File: src/rtl/synth_pkg.sv
// Shared types and helpers for the harmonic sine synthesizer.
// State encoding, datapath widths and output saturation.
package synth_pkg;

  localparam int NUM_HARMONICS = 5;
  localparam int ACC_WIDTH     = 36;
  localparam int SAMPLE_WIDTH  = 16;

  typedef enum logic [1:0] {
    IDLE   = 2'd0,
    LOOKUP = 2'd1,
    MAC    = 2'd2,
    OUTPUT = 2'd3
  } state_e;

  localparam logic signed [ACC_WIDTH-1:0] SAT_MAX = 36'sd32767;
  localparam logic signed [ACC_WIDTH-1:0] SAT_MIN = -36'sd32768;

  function automatic logic signed [SAMPLE_WIDTH-1:0] sat16(
    input logic signed [ACC_WIDTH-1:0] v
  );
    if (v > SAT_MAX) begin
      return 16'sh7FFF;
    end else if (v < SAT_MIN) begin
      return 16'sh8000;
    end else begin
      return v[SAMPLE_WIDTH-1:0];
    end
  endfunction

endpackage

File: src/rtl/sine_lut.sv
// Registered full-wave sine table built from a 65-entry quarter wave.
// Entry i = round(32767*sin(2*pi*i/256)); narrower address spaces index it coarsely.
module sine_lut #(
  parameter int ADDR_WIDTH = 8
) (
  input  logic                  clk_in,
  input  logic                  rst_in,
  input  logic [ADDR_WIDTH-1:0] addr_in,
  output logic signed [15:0]    data_out
);

  localparam logic [15:0] QTAB [65] = '{
    16'd0,     16'd804,   16'd1608,  16'd2410,
    16'd3212,  16'd4011,  16'd4808,  16'd5602,
    16'd6393,  16'd7179,  16'd7962,  16'd8739,
    16'd9512,  16'd10278, 16'd11039, 16'd11793,
    16'd12539, 16'd13279, 16'd14010, 16'd14732,
    16'd15446, 16'd16151, 16'd16846, 16'd17530,
    16'd18204, 16'd18868, 16'd19519, 16'd20159,
    16'd20787, 16'd21403, 16'd22005, 16'd22594,
    16'd23170, 16'd23731, 16'd24279, 16'd24811,
    16'd25329, 16'd25832, 16'd26319, 16'd26790,
    16'd27245, 16'd27683, 16'd28105, 16'd28510,
    16'd28898, 16'd29268, 16'd29621, 16'd29956,
    16'd30273, 16'd30571, 16'd30852, 16'd31113,
    16'd31356, 16'd31580, 16'd31785, 16'd31971,
    16'd32137, 16'd32285, 16'd32412, 16'd32521,
    16'd32609, 16'd32678, 16'd32728, 16'd32757,
    16'd32767
  };

  logic [7:0]         a8;
  logic [6:0]         idx;
  logic signed [15:0] mag;
  logic signed [15:0] val;

  generate
    if (ADDR_WIDTH >= 8) begin : g_wide
      assign a8 = addr_in[ADDR_WIDTH-1 -: 8];
    end else begin : g_narrow
      assign a8 = {addr_in, {(8-ADDR_WIDTH){1'b0}}};
    end
  endgenerate

  // Odd quadrants mirror the index, upper half negates.
  always_comb begin
    idx = {1'b0, a8[5:0]};
    if (a8[6]) begin
      idx = 7'd64 - {1'b0, a8[5:0]};
    end
    mag = $signed(QTAB[idx]);
    val = a8[7] ? -mag : mag;
  end

  always_ff @(posedge clk_in or negedge rst_in) begin
    if (!rst_in) begin
      data_out <= '0;
    end else begin
      data_out <= val;
    end
  end

endmodule

File: src/rtl/harmonic_sine_synth.sv
// Additive synthesizer: per tick, sums magnitude-weighted sines of harmonics
// 1..N of a programmable fundamental through one shared LUT and multiplier.
module harmonic_sine_synth #(
  parameter int NUM_HARMONICS  = synth_pkg::NUM_HARMONICS,
  parameter int MAG_WIDTH      = 32,
  parameter int PHASE_WIDTH    = 32,
  parameter int LUT_ADDR_WIDTH = 8,
  parameter int OUT_SHIFT      = 19
) (
  input  logic                     clk_in,
  input  logic                     rst_in,
  input  logic                     valid_data_in,
  input  logic [NUM_HARMONICS-1:0]
               [MAG_WIDTH-1:0]     coeff_mags_in,
  input  logic [PHASE_WIDTH-1:0]   base_phase_inc_in,
  input  logic                     sample_tick_in,
  output logic signed [15:0]       sample_out,
  output logic                     sample_valid_out,
  output logic                     mags_loaded_out,
  output logic                     busy_out,
  output logic                     overrun_out
);

  import synth_pkg::*;

  localparam int KW = (NUM_HARMONICS > 1) ? $clog2(NUM_HARMONICS) : 1;
  localparam int PW = PHASE_WIDTH;

  typedef logic [NUM_HARMONICS-1:0][15:0]   mag_bank_t;
  typedef logic [NUM_HARMONICS-1:0][PW-1:0] phase_bank_t;

  state_e                       state_q, state_d;
  logic [KW-1:0]                k_q, k_d;
  logic [PW-1:0]                step_q, step_d;
  logic [PW-1:0]                inc_q, inc_d;
  logic [PW-1:0]                sinc_q, sinc_d;
  mag_bank_t                    mag_q, mag_d;
  mag_bank_t                    shadow_q, shadow_d;
  phase_bank_t                  phase_q, phase_d;
  logic signed [ACC_WIDTH-1:0]  acc_q, acc_d;
  logic signed [15:0]           sample_q, sample_d;
  logic                         svalid_q, svalid_d;
  logic                         loaded_q, loaded_d;
  logic                         overrun_q, overrun_d;

  logic signed [15:0]           lut_data;
  logic signed [32:0]           prod;
  logic signed [ACC_WIDTH-1:0]  shifted;
  logic                         unused_mag_lsbs;

  assign unused_mag_lsbs = ^coeff_mags_in;

  sine_lut #(
    .ADDR_WIDTH (LUT_ADDR_WIDTH)
  ) u_lut (
    .clk_in   (clk_in),
    .rst_in   (rst_in),
    .addr_in  (phase_q[k_q][PW-1 -: LUT_ADDR_WIDTH]),
    .data_out (lut_data)
  );

  assign prod    = $signed({1'b0, mag_q[k_q]}) * lut_data;
  assign shifted = acc_q >>> OUT_SHIFT;

  always_comb begin
    state_d   = state_q;
    k_d       = k_q;
    step_d    = step_q;
    inc_d     = inc_q;
    sinc_d    = sinc_q;
    mag_d     = mag_q;
    shadow_d  = shadow_q;
    phase_d   = phase_q;
    acc_d     = acc_q;
    sample_d  = sample_q;
    svalid_d  = 1'b0;
    loaded_d  = loaded_q;
    overrun_d = overrun_q;

    if (valid_data_in) begin
      for (int k = 0; k < NUM_HARMONICS; k++) begin
        shadow_d[k] = coeff_mags_in[k][MAG_WIDTH-1 -: 16];
      end
      sinc_d   = base_phase_inc_in;
      loaded_d = 1'b1;
    end

    // Commit reads the _d shadow so a same-edge load takes effect.
    unique case (state_q)
      IDLE: begin
        if (sample_tick_in && loaded_d) begin
          mag_d   = shadow_d;
          inc_d   = sinc_d;
          step_d  = sinc_d;
          k_d     = '0;
          acc_d   = '0;
          state_d = LOOKUP;
        end
      end
      LOOKUP: begin
        state_d = MAC;
      end
      MAC: begin
        acc_d          = acc_q + {{(ACC_WIDTH-33){prod[32]}}, prod};
        phase_d[k_q]   = phase_q[k_q] + step_q;
        step_d         = step_q + inc_q;
        k_d            = k_q + KW'(1);
        state_d        = (k_q == KW'(NUM_HARMONICS-1)) ? OUTPUT : LOOKUP;
      end
      OUTPUT: begin
        sample_d = sat16(shifted);
        svalid_d = 1'b1;
        state_d  = IDLE;
      end
      default: begin
        state_d = IDLE;
      end
    endcase

    if (sample_tick_in && state_q != IDLE) begin
      overrun_d = 1'b1;
    end
  end

  always_ff @(posedge clk_in or negedge rst_in) begin
    if (!rst_in) begin
      state_q   <= IDLE;
      k_q       <= '0;
      step_q    <= '0;
      inc_q     <= '0;
      sinc_q    <= '0;
      mag_q     <= '0;
      shadow_q  <= '0;
      phase_q   <= '0;
      acc_q     <= '0;
      sample_q  <= '0;
      svalid_q  <= 1'b0;
      loaded_q  <= 1'b0;
      overrun_q <= 1'b0;
    end else begin
      state_q   <= state_d;
      k_q       <= k_d;
      step_q    <= step_d;
      inc_q     <= inc_d;
      sinc_q    <= sinc_d;
      mag_q     <= mag_d;
      shadow_q  <= shadow_d;
      phase_q   <= phase_d;
      acc_q     <= acc_d;
      sample_q  <= sample_d;
      svalid_q  <= svalid_d;
      loaded_q  <= loaded_d;
      overrun_q <= overrun_d;
    end
  end

  assign sample_out       = sample_q;
  assign sample_valid_out = svalid_q;
  assign mags_loaded_out  = loaded_q;
  assign busy_out         = (state_q != IDLE);
  assign overrun_out      = overrun_q;

endmodule
File: config.mk
export PLATFORM = sky130hd
export DESIGN_NAME = harmonic_sine_synth
export DESIGN_NICKNAME = d
export VERILOG_FILES = /design/src/rtl/synth_pkg.sv /design/src/rtl/sine_lut.sv /design/src/rtl/harmonic_sine_synth.sv
export SDC_FILE = /design/constraint.sdc
export NUM_CORES = 2
export LEC_CHECK = 0
export BUFFER_PORTS_ARGS = -buffer_cell sky130_fd_sc_hd__buf_2
export CELL_PAD_IN_SITES_DETAIL_PLACEMENT = 0
export CELL_PAD_IN_SITES_GLOBAL_PLACEMENT = 1
export CORE_ASPECT_RATIO = 0.9
export CORE_MARGIN = 5
export CORE_UTILIZATION = 53
export DETAILED_ROUTE_END_ITERATION = 10
export PLACE_DENSITY = 0.87
export SLEW_MARGIN = 20
export SYNTH_ARGS = -nofsm -noshare
export SYNTH_HDL_FRONTEND = slang
export SYNTH_SLANG_ARGS = --single-unit
File: constraint.sdc
create_clock -name clk_in -period 31.1 [get_ports clk_in]
set_input_delay 1.555 -clock clk_in [delete_from_list [all_inputs] [get_ports clk_in]]
set_output_delay 1.555 -clock clk_in [all_outputs]
set_load 0.02 [all_outputs]
==> summary.txt <==
Global route
  – Initial antenna violation count: 2
  – Maximum number of pins on one net before global-route repair: between 150 and 200
  – Gr usage total: 0.2441
  – Global-route wire length before repair: 146000 µm
  – Vias in the first global route: 26847
  – Total gr overflow: 0

Timing
  – Final-layout setup total negative slack: 0 ns
  – Max-slew violation count: 0
  – Minimum clock period: 11.10 ns
  – Worst clock skew on the final layout: between 0.015 and 0.02 ns
  – Achievable clock frequency: roughly 90 MHz
  – RSZ-0062 raised after global routing: no
  – Final setup viols: 0
  – Fin Hold WS: roughly 0.45 ns
  – Slack of the critical path: around 20 ns
  – Remaining max-slew budget at the tightest pin: 0.2926
  – Worst-Margin Slew: between 1 and 1.5 ns
  – Share of the clock period used by the worst path after layout: 0.3569
  – Count of final hold-check violations: 0

Synth
  – XOR/XNOR share of the synthesized area: 0.03144
  – Main combinational cell family by area after synthesis: adder cells
  – Proportion of synthesized area in mux cells: 0.1206
  – Library cell with the highest instance count after synthesis: dfrtp_1
  – Post-synthesis sequential element count: slightly below 500
  – Cells after Synth: roughly 3700
  – Compound-cell area share of the yosys netlist: 0.1361
  – Area share of fa/ha/maj cells after synthesis: 0.1920
  – Most used flip-flop cell after synthesis: dfrtp_1
  – Share of Yosys cell area claimed by the top area cell type: 0.3434
  – Mean Syn Cell Area: 9.701 µm²
  – Yosys top cell by area: dfrtp_1
  – Number of warnings issued by yosys: 0
  – Post-synthesis simple-gate area fraction: 0.1192
  – Synth Net Count: about 4300
  – Share of synthesized area occupied by flip-flops and latches: 0.3434
  – Cell types occupying the most area after synthesis: dfrtp_1 (34%), fa_1 (11%), ha_1 (8.2%)
  – Count of cell types in the netlist: slightly above 80
  – Fraction of registers with async set or reset after synthesis: 1.000
  – Count of flip-flops with a built-in enable after synthesis: 0
  – Commonest cells in the synthesized netlist: dfrtp_1 (492), nand2_1 (414), inv_1 (340), mux2_2 (259), ha_1 (235)
  – Post-Syn Area: around 0.036 mm²

Layout
  – Count of fill cells added during filler insertion: ~5700
  – Diodes inserted: 0
  – # nets final: 4371
  – Final cell area excluding filler cells: about 0.039 mm²
  – Layout-stage area growth over the synthesis result: 9.174%
  – Proportion of layout cells with a drive suffix above 1: 0.1521

Routing
  – Count of TritonRoute iterations in the first routing pass: 6
  – Final antenna-violating net count: 0
  – Per-cell routed wire length: a little under 20 µm
  – Post-route DRC: 0
  – Total wire length: 89900 µm
  – Number of vias after detailed routing: 26771
  – Detailed-route vias per instance: about 5.8
  – Number of design-rule violations left by the first detailed-router iteration: around 1900

Clocking
  – Number of clock sinks: 492
  – # H-tree levels: 2
  – Post-CTS Setup Repair Bufs: 0
  – Worst-skew pair later-pin latency: slightly below 0.6 ns
  – Cell chosen for the clock root: clkbuf_16
  – Number of gates resized after cts: 0
  – CTS tree: done
  – Number of clock buffers inserted by TritonCTS: 50
  – Clock edge transition at the registers on the reported setup and hold paths: about 0.060 ns
  – Hold buffers post-CTS: 0
  – Longest Clk Path Bufs: 3

Hold path
  – Hold Path Origin: overrun_out
  – Class of the most critical hold timing path: reg2reg

Setup path
  – Worst EP required: about 32 ns
  – Crit path from: k_q[0]
  – Cell occurring most often along the worst timing path: a21oi_1
  – Critical Path Start Type: flip-flop
  – Type of destination of the critical path: flip-flop
  – Critical-path maximum fanout: 43
  – Arrival time at the worst endpoint: approximately 12 ns
  – Slowest CP cell: dfrtp_4
  – R2r startpoint: k_q[0]
  – Worst setup path category: reg2reg
  – Max incr delay on CP: roughly 0.73 ns

Job
  – Max capacitance violation total: 0

Floorplanning
  – Height of the die: approximately 260 µm
  – Io pins: approximately 220
  – Die outline area: roughly 0.073 mm²
  – Horizontal die dimension: around 280 µm
  – Starting Density: 0.5351
  – Row count: 90
  – Std-Cell Core Area: 0.06700 mm²

Placed design
  – Detailed placer's ending HPWL: between 60000 and 70000 µm
  – I/O Buffers: about 140
  – Area after DPL: ~0.037 mm²
  – Pre-CTS worst setup slack: approximately 20 ns
  – Gpl congestion: approximately 0.91

Run status
  – Status: finished clean
==> cell families (layout without fill, tap and decap cells) <==
logic type | count (synthesis) | count (layout)
adder cells (fa/ha/maj) | 432 | 432
XOR/XNOR | 127 | 127
multiplexers | 397 | 397
buffers and inverters | 535 | 620
AO/OA/AOI/OAI | 784 | 784
flip-flops | 492 | 492
AND/OR/NAND/NOR | 929 | 929
==> final cells by class <==
| class | count | area (µm²) | area share |
|---|---|---|---|
| well taps | 874 | 1094 | 0.02794 |
| repair buffers | 182 | 1090 | 0.02784 |
| multi-input cells | 2669 | 21560 | 0.5507 |
| flip-flops and latches | 492 | 12320 | 0.3147 |
| inverters | 348 | 1306 | 0.03337 |
| clock inverters | 23 | 332.8 | 0.008502 |
| clock buffers | 67 | 1445 | 0.03692 |
==> final timing paths <==
| kind | to | slack [ns] | depth (start not counted) |
|---|---|---|---|
| max | acc_q[35] | 20.00 | 38 |
| min | overrun_out | 0.45 | 1 |
| max reg2reg | acc_q[35] | 20.00 | 38 |
| min reg2reg | overrun_out | 0.45 | 1 |
| max in group asynchronous | shadow_q[34] | 27.93 | 4 |
| min in group asynchronous | sinc_q[20] | 1.06 | 1 |
==> cells in the final DEF (no fill, tap or decap), drive strengths merged, types with 182 or more instances in the layout <==
cell and n:
dfrtp 492, nand2 414, inv 350, mux2 260, ha 235, o21ai 231, a21oi 204, fa 197
nor2 188, buf 182
==> registers in the layout (all words and copies together) (netlist names) <==
register          count
inc_q                32
mag_q                80
phase_q             160
state_q               2
step_q               32
sinc_q               32
sample_out           16
mags_loaded_out       1
u_lut.data_out       16
k_q                   3
overrun_out           1
shadow_q             80
acc_q                36
sample_valid_out      1
==> critical path: cells and delay by family (launching register included) <==
family	cells	cell delay, ns
AO/OA/AOI/OAI	17	4.22
adder cells (fa/ha/maj)	8	3.27
AND/OR/NAND/NOR	5	1.25
buffers and inverters	6	1.13
flip-flops	1	0.73
XOR/XNOR	2	0.33
==> layer usage <==
metal  track usage  vias to the layer above  part of all wire
met5             0                        -           0.00014
met4       0.05764                        2             0.022
met3       0.03570                      120             0.056
met2        0.3983                      699              0.47
met1        0.3477                    13215              0.46
li1              -                    12735                 -
==> per-stage QoR <==
step	util	std cells
CTS	0.5838	4654
global placement	0.5573	4564
global route	0.5842	4655
floorplan	-	3696
finish	0.5842	4655
detailed placement	0.5573	4564
Power is left out: the tool's default activity adds up to more than one toggle a clock period on the data nets, which glitch-free logic cannot reach.
